$ cat src/rtl/gate_net_score_accum.sv
// Scores gate-net predictions against labels over a run of N_SAMPLES; optional per-bit error counters under GNS_BIT_ERR_EN.
// Latency: counts visible 1 cycle after the accepting edge; done the cycle after the last accept.
// Backpressure: pred_ready is high only while running and depends on registered state alone.
module gate_net_score_accum #(
    parameter int OUT_W     = 2,
    parameter int CNT_W     = 16,
    parameter int N_SAMPLES = 4
) (
    input  logic                   clk,
    input  logic                   rst,
    input  logic                   start,
    input  logic                   pred_valid,
    output logic                   pred_ready,
    input  logic [OUT_W-1:0]       pred_bits,
    input  logic [OUT_W-1:0]       exp_bits,
    output logic                   busy,
    output logic                   done,
    output logic [CNT_W-1:0]       total_cnt,
    output logic [CNT_W-1:0]       correct_cnt,
    output logic                   all_correct,
    output logic [OUT_W*CNT_W-1:0] bit_err_cnt
);

    typedef enum logic [1:0] {IDLE = 2'd0, RUN = 2'd1, DONE = 2'd2} state_t;

    localparam logic [CNT_W-1:0] CNT_MAX = '1;
    localparam logic [CNT_W-1:0] N_LAST  = CNT_W'(N_SAMPLES - 1);

    state_t           state_q, state_d;
    logic [CNT_W-1:0] total_q, total_d;
    logic [CNT_W-1:0] correct_q, correct_d;
    logic             accept;
    logic             clear;

    assign accept = pred_valid && (state_q == RUN);

    always_ff @(posedge clk or posedge rst) begin
        if (rst) begin
            state_q <= IDLE;
        end else begin
            state_q <= state_d;
        end
    end

    always_comb begin
        state_d = state_q;
        clear   = 1'b0;
        case (state_q)
            IDLE, DONE: begin
                if (start) begin
                    state_d = RUN;
                    clear   = 1'b1;
                end
            end
            RUN: begin
                if (accept && (total_q == N_LAST)) begin
                    state_d = DONE;
                end
            end
            default: state_d = IDLE;
        endcase
    end

    always_comb begin
        pred_ready = 1'b0;
        busy       = 1'b0;
        done       = 1'b0;
        case (state_q)
            RUN:     begin pred_ready = 1'b1; busy = 1'b1; end
            DONE:    done = 1'b1;
            default: ;
        endcase
    end

    // Counters saturate rather than wrap; unreachable with a legal N_SAMPLES.
    always_comb begin
        total_d   = total_q;
        correct_d = correct_q;
        if (clear) begin
            total_d   = '0;
            correct_d = '0;
        end else if (accept) begin
            if (total_q != CNT_MAX) begin
                total_d = total_q + 1'b1;
            end
            if ((pred_bits == exp_bits) && (correct_q != CNT_MAX)) begin
                correct_d = correct_q + 1'b1;
            end
        end
    end

    always_ff @(posedge clk or posedge rst) begin
        if (rst) begin
            total_q   <= '0;
            correct_q <= '0;
        end else begin
            total_q   <= total_d;
            correct_q <= correct_d;
        end
    end

    assign total_cnt   = total_q;
    assign correct_cnt = correct_q;
    assign all_correct = done && (correct_q == total_q);

`ifdef GNS_BIT_ERR_EN
    logic [CNT_W-1:0] bit_err_q [OUT_W];
    logic [CNT_W-1:0] bit_err_d [OUT_W];

    always_comb begin
        for (int i = 0; i < OUT_W; i++) begin
            bit_err_d[i] = bit_err_q[i];
            if (clear) begin
                bit_err_d[i] = '0;
            end else if (accept && (pred_bits[i] != exp_bits[i]) && (bit_err_q[i] != CNT_MAX)) begin
                bit_err_d[i] = bit_err_q[i] + 1'b1;
            end
        end
    end

    always_ff @(posedge clk or posedge rst) begin
        if (rst) begin
            for (int i = 0; i < OUT_W; i++) begin
                bit_err_q[i] <= '0;
            end
        end else begin
            for (int i = 0; i < OUT_W; i++) begin
                bit_err_q[i] <= bit_err_d[i];
            end
        end
    end

    always_comb begin
        bit_err_cnt = '0;
        for (int i = 0; i < OUT_W; i++) begin
            bit_err_cnt[i*CNT_W +: CNT_W] = bit_err_q[i];
        end
    end
`else
    assign bit_err_cnt = '0;
`endif

endmodule
$ cat config.mk
export PLATFORM = sky130hd
export DESIGN_NAME = gate_net_score_accum
export DESIGN_NICKNAME = d
export VERILOG_FILES = /design/src/rtl/gate_net_score_accum.sv
export SDC_FILE = /design/constraint.sdc
export NUM_CORES = 1
export LEC_CHECK = 0
export BUFFER_PORTS_ARGS = -buffer_cell sky130_fd_sc_hd__buf_2
export CORE_MARGIN = 2
export CORE_UTILIZATION = 35
export CTS_BUF_LIST = sky130_fd_sc_hd__clkbuf_8
export DETAILED_ROUTE_END_ITERATION = 12
export PLACE_DENSITY = 0.63
export SETUP_SLACK_MARGIN = 0.5
export SYNTH_ARGS = -nofsm -noshare
export SYNTH_HDL_FRONTEND = slang
export SYNTH_SLANG_ARGS = --single-unit
$ cat constraint.sdc
create_clock -name clk -period 2.25 [get_ports clk]
set_input_delay 0.225 -clock clk [delete_from_list [all_inputs] [get_ports clk]]
set_output_delay 0.225 -clock clk [all_outputs]
set_load 0.02 [all_outputs]
==> results of run 1 <==
final cells by class:
| class | instances | area share |
|---|---|---|
| Clock buffer | 6 | 0.0279 |
| Clock inverter | 2 | 0.00423 |
| Inverter | 2 | 0.00254 |
| Multi-Input combinational cell | 204 | 0.471 |
| Sequential cell | 34 | 0.298 |
| Tap cell | 77 | 0.0326 |
| Timing Repair Buffer | 74 | 0.164 |
state kept, by name, indices dropped and copies added (netlist names):
| name | cells |
|---|---|
| state_q | 2 |
| correct_cnt | 16 |
| total_cnt | 16 |
worst max-delay path by stage:
stage	from	end	slack (ps)	cells after the start
2_1_floorplan	total_cnt[8]	total_cnt[0]	390	6
6_report	correct_cnt[0]	all_correct	320	5
4_1_cts	correct_cnt[0]	all_correct	310	5
3_5_place_dp	total_cnt[3]	total_cnt[0]	310	5
5_1_grt	correct_cnt[15]	all_correct	250	5
3_3_place_gp	total_cnt[3]	total_cnt[0]	330	5
metrics by stage:
step                      setup WS [ps]  instances  total power [µW]
after floorplan                     388        286              1320
after global placement              330        365              1460
after detailed placement            306        365              1470
after CTS                           307        397              2030
after global routing                249        399              2200
final                               318        399              2070
logic make-up after synthesis:
logic type                 Yosys count
and+or+nand+nor                    103
DFF                                 34
AOI/OAI and AO/OA                   24
muxes                                5
adders and majority gates            2
other                                1
xor gates and xnor gates            38
buffers and inverters               48
worst max-delay path, delay by kind of cell, from the launching register on:
family                 cells  cell delay [ps]
XOR/XNOR                   1              180
buffers and inverters      1              140
AND/OR/NAND/NOR            3              670
flip-flops                 1              420
power groups by stage:
stage                     logic (µW)  registers (µW)  clock network (µW)
after floorplan                  473             847                   0
after global placement           636             819                   0
after detailed placement         642             824                   0
after CTS                        756             788                 482
after global routing             872             805                 521
final                            799             793                 482
layout by cell type, fill, tap and decap left out, types with 5 or more instances in the layout:
master	count
a21oi_2	7
buf_4	23
buf_6	9
nand4_1	9
dfrtp_1	10
buf_2	42
nand2_1	19
nand3_1	11
dfrtp_2	24
and3_1	5
nor4_1	5
clkbuf_8	6
nor2_1	18
xnor2_1	16
conb_1	32
xor2_1	22
timing repair:
item,4_1_cts,5_1_grt
gates resized for setup,24,35
pin swaps,8,12
hold buffers,0,0
endpoints found under the hold margin,0,0
setup buffers,24,2
endpoints found under the setup margin,30,32
per-layer routing:
| metal | wire, µm | vias to the layer above | track usage | part of all wire |
|---|---|---|---|---|
| met5 | 0 | - | 0 | 0 |
| met4 | 112 | 0 | 0.0635 | 0.018 |
| met3 | 398 | 11 | 0.0285 | 0.065 |
| met2 | 2910 | 91 | 0.256 | 0.48 |
| met1 | 2670 | 993 | 0.225 | 0.44 |
| li1 | - | 953 | - | - |
==> impl_metrics.py, run 1 <==
metrics = {
    "timing": {
        "slew_viol_final": 0,
        "fmax_ghz": 0.518,
        "post-route-period-util": 0.859,
        "period_minus_slack_ps": 1930,
        "rsz0062_at_grt": "true",
        "finalHoldViolations": 0,
        "tightest_slew_ps": 767,
        "finalSetupViolCount": 0,
        "hold-worst-slack_ps": 19.3,
        "relSlewSlack": 0.488,
        "tns_ps": 0,
        "clock_skew_ps": 5.78,
    },
    "cts": {
        "clkLatencyLatePin_ps": 290,
        "cts_sinks": 34,
        "path_clk_slew_ps": 70,
        "cts_tree": "yes",
        "cts-buffers-inserted": 5,
        "h-tree-depth": 2,
        "clockRootBuffer": "clkbuf_8",
        "clock_path_buffers": 2,
    },
    "pwr": {
        "power_frac_seq": 0.382,
        "intPower_uw": 1240,
        "power_switching_uw": 834,
        "swShare": 0.402,
        "clkPwrFrac": 0.233,
        "combPwrFrac": 0.385,
        "power_per_cell_area_nw_per_um2": 701,
        "ir_worst_vdd_mv": 0.414,
        "power.leakage_uw": 0.00147,
    },
    "placed_design": {
        "place_hpwl_mm": 4.07,
        "place_area_um2": 2460,
        "place_congestion": 0.865,
        "io_buffers": 43,
    },
    "yosys": {
        "synth_top_cell_area_share": 0.375,
        "synth_edf_count": 0,
        "yosysMostFrequentCell": "dfrtp_1",
        "synthAdderAreaFrac": 0.0110,
        "yosys.area_share.simple": 0.249,
        "synth_top_family_by_area": "simple AND/OR/NAND/NOR gates",
        "ys_ff_latch": 34,
        "async_reset_ff_frac": 1.00,
        "ys_warn_count": 0,
        "syn_area_per_cell_um2": 8.90,
        "synth_ff_type": "dfrtp_1",
        "synth.distinct_cells": 37,
        "synth_xor_area_frac": 0.147,
        "synth_top_area_cell": "dfrtp_1",
        "synthCells": 255,
        "syn_area_um2": 2270,
        "muxShareOfSynthArea": 0.0226,
        "synth.area.top_cells": "dfrtp_1 38%, buf_4 11%, xor2_1 8.5%",
        "synth_compound_area_frac": 0.0585,
        "yosys-top-cells-count": "34 x dfrtp_1, 33 x buf_4, 22 x xor2_1",
        "yosysSeqAreaShare": 0.375,
    },
    "setup_path": {
        "worst_setup_path_end_kind": "output pin",
        "reg2reg_from": "total_cnt[11]",
        "cp.arrival_ps": 1710,
        "cp-start-kind": "register",
        "timing.rr.end": "total_cnt[0]",
        "crit_type": "reg -> out",
        "reg2reg_depth": 5,
        "crit_chain": "xor2_1 > nor4_2 > nand4_1 > nor3_4 > buf_6",
        "cpMaxStageDelayCell": "dfrtp_2",
        "r2r_setup_slack_ps": 410,
        "cp.required_ps": 2030,
        "cp_max_fo": 2,
        "slowest_delay_ps": 420,
    },
    "worst_hold_path": {
        "hp-class": "in -> async",
    },
    "floorplanning": {
        "row_count": 29,
        "core_area_um2": 6310,
        "dieArea_um2": 7140,
        "die_w_um": 84.5,
        "io_pins": 76,
        "die_h_um": 84.5,
        "initial_core_util": 0.359,
    },
    "outcome": {
        "outcome": "finished, final reports clean",
    },
    "layout": {
        "nets": 331,
        "final_area_um2": 2960,
        "multi_input_area_um2": 1400,
        "nFillCells": 622,
        "area_delta_synth_final_pct": 30.4,
        "diodes": 0,
        "register_area_um2": 881,
        "drive_gt1_frac": 0.432,
        "fin_util": 0.469,
    },
    "grt": {
        "grt_pass1_wl_mm": 9.37,
        "grt_max_degree": 35,
        "grt_antenna_before_repair": 0,
        "grt_pass1_vias": 1881,
        "grt_overflow": 0,
        "grt_usage": 0.163,
    },
    "drt": {
        "via_per_inst": 5.13,
        "ant_nets": 0,
        "routedWlPerCell_um": 15.3,
        "drc_errors": 0,
        "dr_total_vias": 2048,
        "first_pass_iters": 4,
        "drtIter0Drc": 107,
        "routed_wl_mm": 6.09,
    },
    "flow_run": {
        "maxCapViolCount": 0,
    },
}
No activity file was read; power rests on OpenSTA's default activity.
==> run 2: changes to the inputs <==
==> config.mk (replaced) <==
export PLATFORM = sky130hd
export DESIGN_NAME = gate_net_score_accum
export DESIGN_NICKNAME = d
export VERILOG_FILES = /design/src/rtl/gate_net_score_accum.sv
export SDC_FILE = /design/constraint.sdc
export NUM_CORES = 1
export LEC_CHECK = 0
export BUFFER_PORTS_ARGS = -buffer_cell sky130_fd_sc_hd__clkbuf_2
export CORE_MARGIN = 2
export CORE_UTILIZATION = 35
export DETAILED_ROUTE_END_ITERATION = 12
export PLACE_DENSITY = 0.63
export SETUP_SLACK_MARGIN = 0.5
export SLEW_MARGIN = 20
export SYNTH_ARGS = -nofsm -noshare
export SYNTH_HDL_FRONTEND = slang
export SYNTH_SLANG_ARGS = --single-unit
==> run 2 against run 1 <==
Hold slack worse by 6.2 ps. Critical endpoint unchanged. Largest power group is now sequential cells. Maximum frequency down 1.4%. Critical path depth unchanged. Routed wire length down 5.3%. Clock power down 4%. First-iteration DRC count up 2.8%. Non-clock buffer count down 10. Cell count down 2.5%. Design area down 4.6%. Global-route usage down 0.62 points.
==> impl_metrics.py, run 2 (synthesis gave the netlist of run 1 again) <==
metrics = {
    "outcome": {
        "outcome": "finished, final reports clean",
    },
    "setup_path": {
        "cp.arrival_ps": 1730,
        "crit_type": "reg -> out",
        "cp-start-kind": "register",
        "cp_max_fo": 7,
        "cp.required_ps": 2030,
        "r2r_setup_slack_ps": 300,
        "worst_setup_path_end_kind": "output pin",
    },
    "layout": {
        "nFillCells": 643,
        "diodes": 0,
        "register_area_um2": 882,
        "final_cell_mix": "42 x clkbuf_2, 32 x conb_1, 25 x dfrtp_2",
        "drive_gt1_frac": 0.375,
        "fin_util": 0.447,
        "nets": 321,
        "stdcell_count": 389,
        "area_delta_synth_final_pct": 24.5,
        "mostFrequentLayoutCell": "clkbuf_2",
        "multi_input_area_um2": 1350,
    },
    "cts": {
        "cts_tree": "yes",
        "cts-buffers-inserted": 5,
        "clkLatencyLatePin_ps": 280,
        "cts_sinks": 34,
        "h-tree-depth": 2,
        "clockRootBuffer": "clkbuf_8",
        "path_clk_slew_ps": 70,
        "clock_path_buffers": 2,
        "ctsHoldBuffers": 0,
    },
    "floorplanning": {
        "die_w_um": 84.5,
        "initial_core_util": 0.359,
        "row_count": 29,
        "io_pins": 76,
        "die_h_um": 84.5,
        "core_area_um2": 6310,
        "dieArea_um2": 7140,
    },
    "timing": {
        "rsz0062_at_grt": "true",
        "slew_viol_final": 0,
        "finalHoldViolations": 0,
        "post-route-period-util": 0.870,
        "final.setup.worst_slack_ps": 292,
        "finalSetupViolCount": 0,
        "period_minus_slack_ps": 1960,
        "tns_ps": 0,
        "fmax_ghz": 0.511,
        "clock_skew_ps": 3.95,
    },
    "drt": {
        "first_pass_iters": 4,
        "routedWlPerCell_um": 14.8,
        "via_per_inst": 5.15,
        "dr_total_vias": 2003,
        "ant_nets": 0,
        "drc_errors": 0,
        "drtIter0Drc": 110,
        "routed_wl_mm": 5.76,
    },
    "grt": {
        "grt_antenna_before_repair": 0,
        "grt_max_degree": 35,
        "grt_usage": 0.157,
        "grt_pass1_wl_mm": 9.10,
        "grt_pass1_vias": 1775,
        "grt_overflow": 0,
    },
    "placed_design": {
        "dp.cells": 363,
        "io_buffers": 43,
        "dp_slack_ps": 286,
        "place_hpwl_mm": 3.95,
        "place_congestion": 0.841,
    },
    "pwr": {
        "ir_worst_vdd_mv": 0.650,
        "power.leakage_uw": 0.00139,
        "power_per_cell_area_nw_per_um2": 718,
        "power_uw": 2030,
    },
    "worst_hold_path": {
        "hp-class": "in -> async",
    },
    "flow_run": {
        "maxCapViolCount": 0,
    },
}
run 2: cell types whose count changed in the layout (fill, tap and decap cells not counted), moves of 2 or more:
| cell | before | now |
|---|---|---|
| buf_2 | 42 | 0 |
| a21oi_2 | 7 | 0 |
| a21oi_1 | 4 | 12 |
| buf_4 | 23 | 19 |
| buf_6 | 9 | 1 |
| nor3_1 | 4 | 6 |
| clkbuf_2 | 0 | 42 |
| nor3_2 | 3 | 1 |
run 2: layout make-up:
class / count / area share
clock buffers: 7 / 0.0306
clock inverters: 1 / 0.00177
inverters: 2 / 0.00266
multi-input cells: 204 / 0.478
flip-flops and latches: 34 / 0.312
well taps: 77 / 0.0341
repair buffers: 64 / 0.141
run 2: worst paths after layout:
kind | startpoint | to | cells after the start
worst max-delay path | total_cnt[2] | all_correct | 5
worst min-delay path | rst | correct_cnt[6] | 3
worst max register to register | total_cnt[3] | total_cnt[1] | 6
worst min register to register | correct_cnt[15] | correct_cnt[15] | 1
max in group asynchronous | rst | correct_cnt[0] | 3
min in group clk | start | state_q[1] | 2
run 2: repair_timing:
item,CTS,global route
buffers inserted,14,4
resized for setup,22,18
setup endpoints to repair,30,31
pin swaps,7,7
run 2: critical path, stage by stage (launching register included):
cell and delay, ps:
dfrtp_2 460, xor2_1 170, nor4_1 260, nand4_1 220, nor3_4 170, clkbuf_8 170
run 2: report_power, final:
| group | leakage (µW) | switching [µW] | total (µW) | internal, µW |
|---|---|---|---|---|
| combinational | 0.000914 | 486 | 777 | 291 |
| clock | 0.0000482 | 217 | 464 | 247 |
| sequential | 0.000425 | 98.7 | 788 | 689 |
| total | 0.00139 | 802 | 2030 | 1230 |
run 2: stage by stage:
step	hold WS (ps)	instance area, µm²
floorplan	314	2430
global placement	330	2450
detailed placement	326	2450
CTS	25.6	2720
global route	60.2	2820
finish	13.1	2820
run 2: routing by layer:
layer  GRT usage  part of all wire
met1       0.229              0.47
met4      0.0447             0.011
met5           0                 0
met2       0.236              0.46
met3      0.0334             0.062
==> run 3: changes to the inputs <==
--- a/config.mk
+++ b/config.mk
@@ -7,10 +7,11 @@
 export LEC_CHECK = 0
 export BUFFER_PORTS_ARGS = -buffer_cell sky130_fd_sc_hd__clkbuf_2
 export CORE_MARGIN = 2
-export CORE_UTILIZATION = 35
+export CORE_UTILIZATION = 51
 export DETAILED_ROUTE_END_ITERATION = 12
-export PLACE_DENSITY = 0.63
+export PLACE_DENSITY = 0.85
 export SETUP_SLACK_MARGIN = 0.5
+export SKIP_CTS_REPAIR_TIMING = 1
 export SLEW_MARGIN = 20
 export SYNTH_ARGS = -nofsm -noshare
 export SYNTH_HDL_FRONTEND = slang
==> run 3 against run 2 <==
The flow now finishes with violations (hold timing). Critical path depth did not move. Highest routed layer unchanged. Count of clock-buffer cells in the layout rose by 1. Via count rose by 7.9%. Power rose by 2.5%. Routed wire length rose by 11%. Setup slack got worse by 15 ps. Largest power group is now combinational logic. Global-route usage rose by 5.9 points. Clock skew rose by 2.0 ps.
==> impl_metrics.py, run 3 (synthesis gave the netlist of run 1 again) <==
metrics = {
    "layout": {
        "area_delta_synth_final_pct": 27.2,
        "nFillCells": 341,
        "mostFrequentLayoutCell": "clkbuf_2",
        "multi_input_area_um2": 1380,
        "nets": 330,
        "register_area_um2": 876,
        "final_cell_mix": "42 x clkbuf_2, 32 x conb_1, 26 x buf_4",
        "fin_util": 0.667,
        "diodes": 0,
        "drive_gt1_frac": 0.389,
    },
    "floorplanning": {
        "io_pins": 76,
        "core_area_um2": 4320,
        "die_h_um": 70.7,
        "row_count": 24,
        "initial_core_util": 0.525,
        "dieArea_um2": 5000,
        "die_w_um": 70.7,
    },
    "cts": {
        "clock_path_buffers": 2,
        "cts_sinks": 34,
        "path_clk_slew_ps": 70,
        "cts-buffers-inserted": 5,
        "clockRootBuffer": "clkbuf_8",
        "cts_tree": "yes",
        "clkLatencyLatePin_ps": 300,
        "h-tree-depth": 2,
    },
    "placed_design": {
        "place_hpwl_mm": 3.80,
        "io_buffers": 43,
        "place_congestion": 0.913,
    },
    "pwr": {
        "intPower_uw": 1250,
        "ir_worst_vdd_mv": 0.498,
        "swShare": 0.398,
        "power.leakage_uw": 0.00145,
        "clkPwrFrac": 0.228,
        "power_uw": 2080,
        "power_per_cell_area_nw_per_um2": 721,
        "combPwrFrac": 0.387,
        "power_switching_uw": 828,
        "power_frac_seq": 0.385,
    },
    "setup_path": {
        "cp.arrival_ps": 1750,
        "r2r_setup_slack_ps": 310,
        "crit_chain": "xor2_1 > nor4_1 > nand4_1 > nor3_4 > buf_6",
        "crit_type": "reg -> out",
        "cp_max_fo": 6,
        "slowest_delay_ps": 460,
        "cp.required_ps": 2030,
        "worst_setup_path_end_kind": "output pin",
        "cpMaxStageDelayCell": "dfrtp_2",
        "path_buf_inv": 1,
        "cp-start-kind": "register",
        "critical-path-top-delay-family": "simple AND/OR/NAND/NOR gates",
    },
    "drt": {
        "dr_total_vias": 2162,
        "drc_errors": 0,
        "drtIter0Drc": 274,
        "ant_nets": 0,
        "via_per_inst": 5.80,
        "routedWlPerCell_um": 17.2,
        "routed_wl_mm": 6.40,
        "first_pass_iters": 5,
    },
    "timing": {
        "post-route-period-util": 0.877,
        "finalSetupViolCount": 0,
        "relSlewSlack": 0.511,
        "hold-worst-slack_ps": -9.83,
        "tns_ps": 0,
        "slew_viol_final": 0,
        "period_minus_slack_ps": 1970,
        "tightest_slew_ps": 731,
        "clock_skew_ps": 5.94,
        "rsz0062_at_grt": "true",
        "finalHoldViolations": 14,
        "fmax_ghz": 0.507,
    },
    "outcome": {
        "violations": "hold timing",
        "outcome": "finished, violations left",
    },
    "grt": {
        "grt_antenna_before_repair": 0,
        "grt_pass1_vias": 1737,
        "grt_max_degree": 35,
        "grt_overflow": 0,
        "grt_pass1_wl_mm": 8.57,
        "grt_usage": 0.217,
    },
    "flow_run": {
        "maxCapViolCount": 0,
    },
    "worst_hold_path": {
        "hp-class": "in -> async",
    },
}
## run 3: power by group through the flow
stage / clock network (µW) / logic (µW) / registers [µW]
6_report: 475 / 805 / 800
5_1_grt: 506 / 867 / 812
4_1_cts: 480 / 633 / 802
3_5_place_dp: 0 / 631 / 813
3_3_place_gp: 0 / 618 / 810
2_1_floorplan: 0 / 473 / 847
## run 3: final timing paths
check / startpoint / depth (start not counted) / to
max: correct_cnt[3] / 5 / all_correct
min: rst / 3 / correct_cnt[10]
max reg2reg: total_cnt[3] / 6 / total_cnt[10]
min reg2reg: correct_cnt[13] / 1 / correct_cnt[13]
max in group asynchronous: rst / 3 / total_cnt[5]
min in group clk: start / 2 / state_q[1]
## run 3: area by class of cell
type                       instances  share of cell area
clock buffer                       8              0.0312
inverter                           2             0.00260
multi-input combinational        204               0.479
sequential                        34               0.304
timing repair buffer              73               0.161
tap                               52              0.0225
## run 3: through the flow
stage	setup slack, ps	hold WS [ps]	std cells	instance area (µm²)
2_1_floorplan	388	314	286	2430
3_3_place_gp	383	325	338	2420
3_5_place_dp	309	327	338	2420
4_1_cts	168	9.97	346	2510
5_1_grt	162	64.0	373	2890
6_report	277	-9.83	373	2890
## run 3: worst register-to-register path, cell delays in order (launching register included)
cell and delay [ps]:
dfrtp_2 400, buf_4 130, nand3_2 140, or3b_4 420, or3_4 470, buf_12 170, a21oi_1 140
## run 3: routing by layer
metal / part of all wire / GRT usage / vias to the layer above / wire (µm)
li1: - / - / 948 / -
met1: 0.38 / 0.298 / 1035 / 2460
met2: 0.50 / 0.329 / 166 / 3180
met3: 0.10 / 0.0641 / 13 / 648
met4: 0.018 / 0.0713 / 0 / 113
met5: 0 / 0 / - / 0
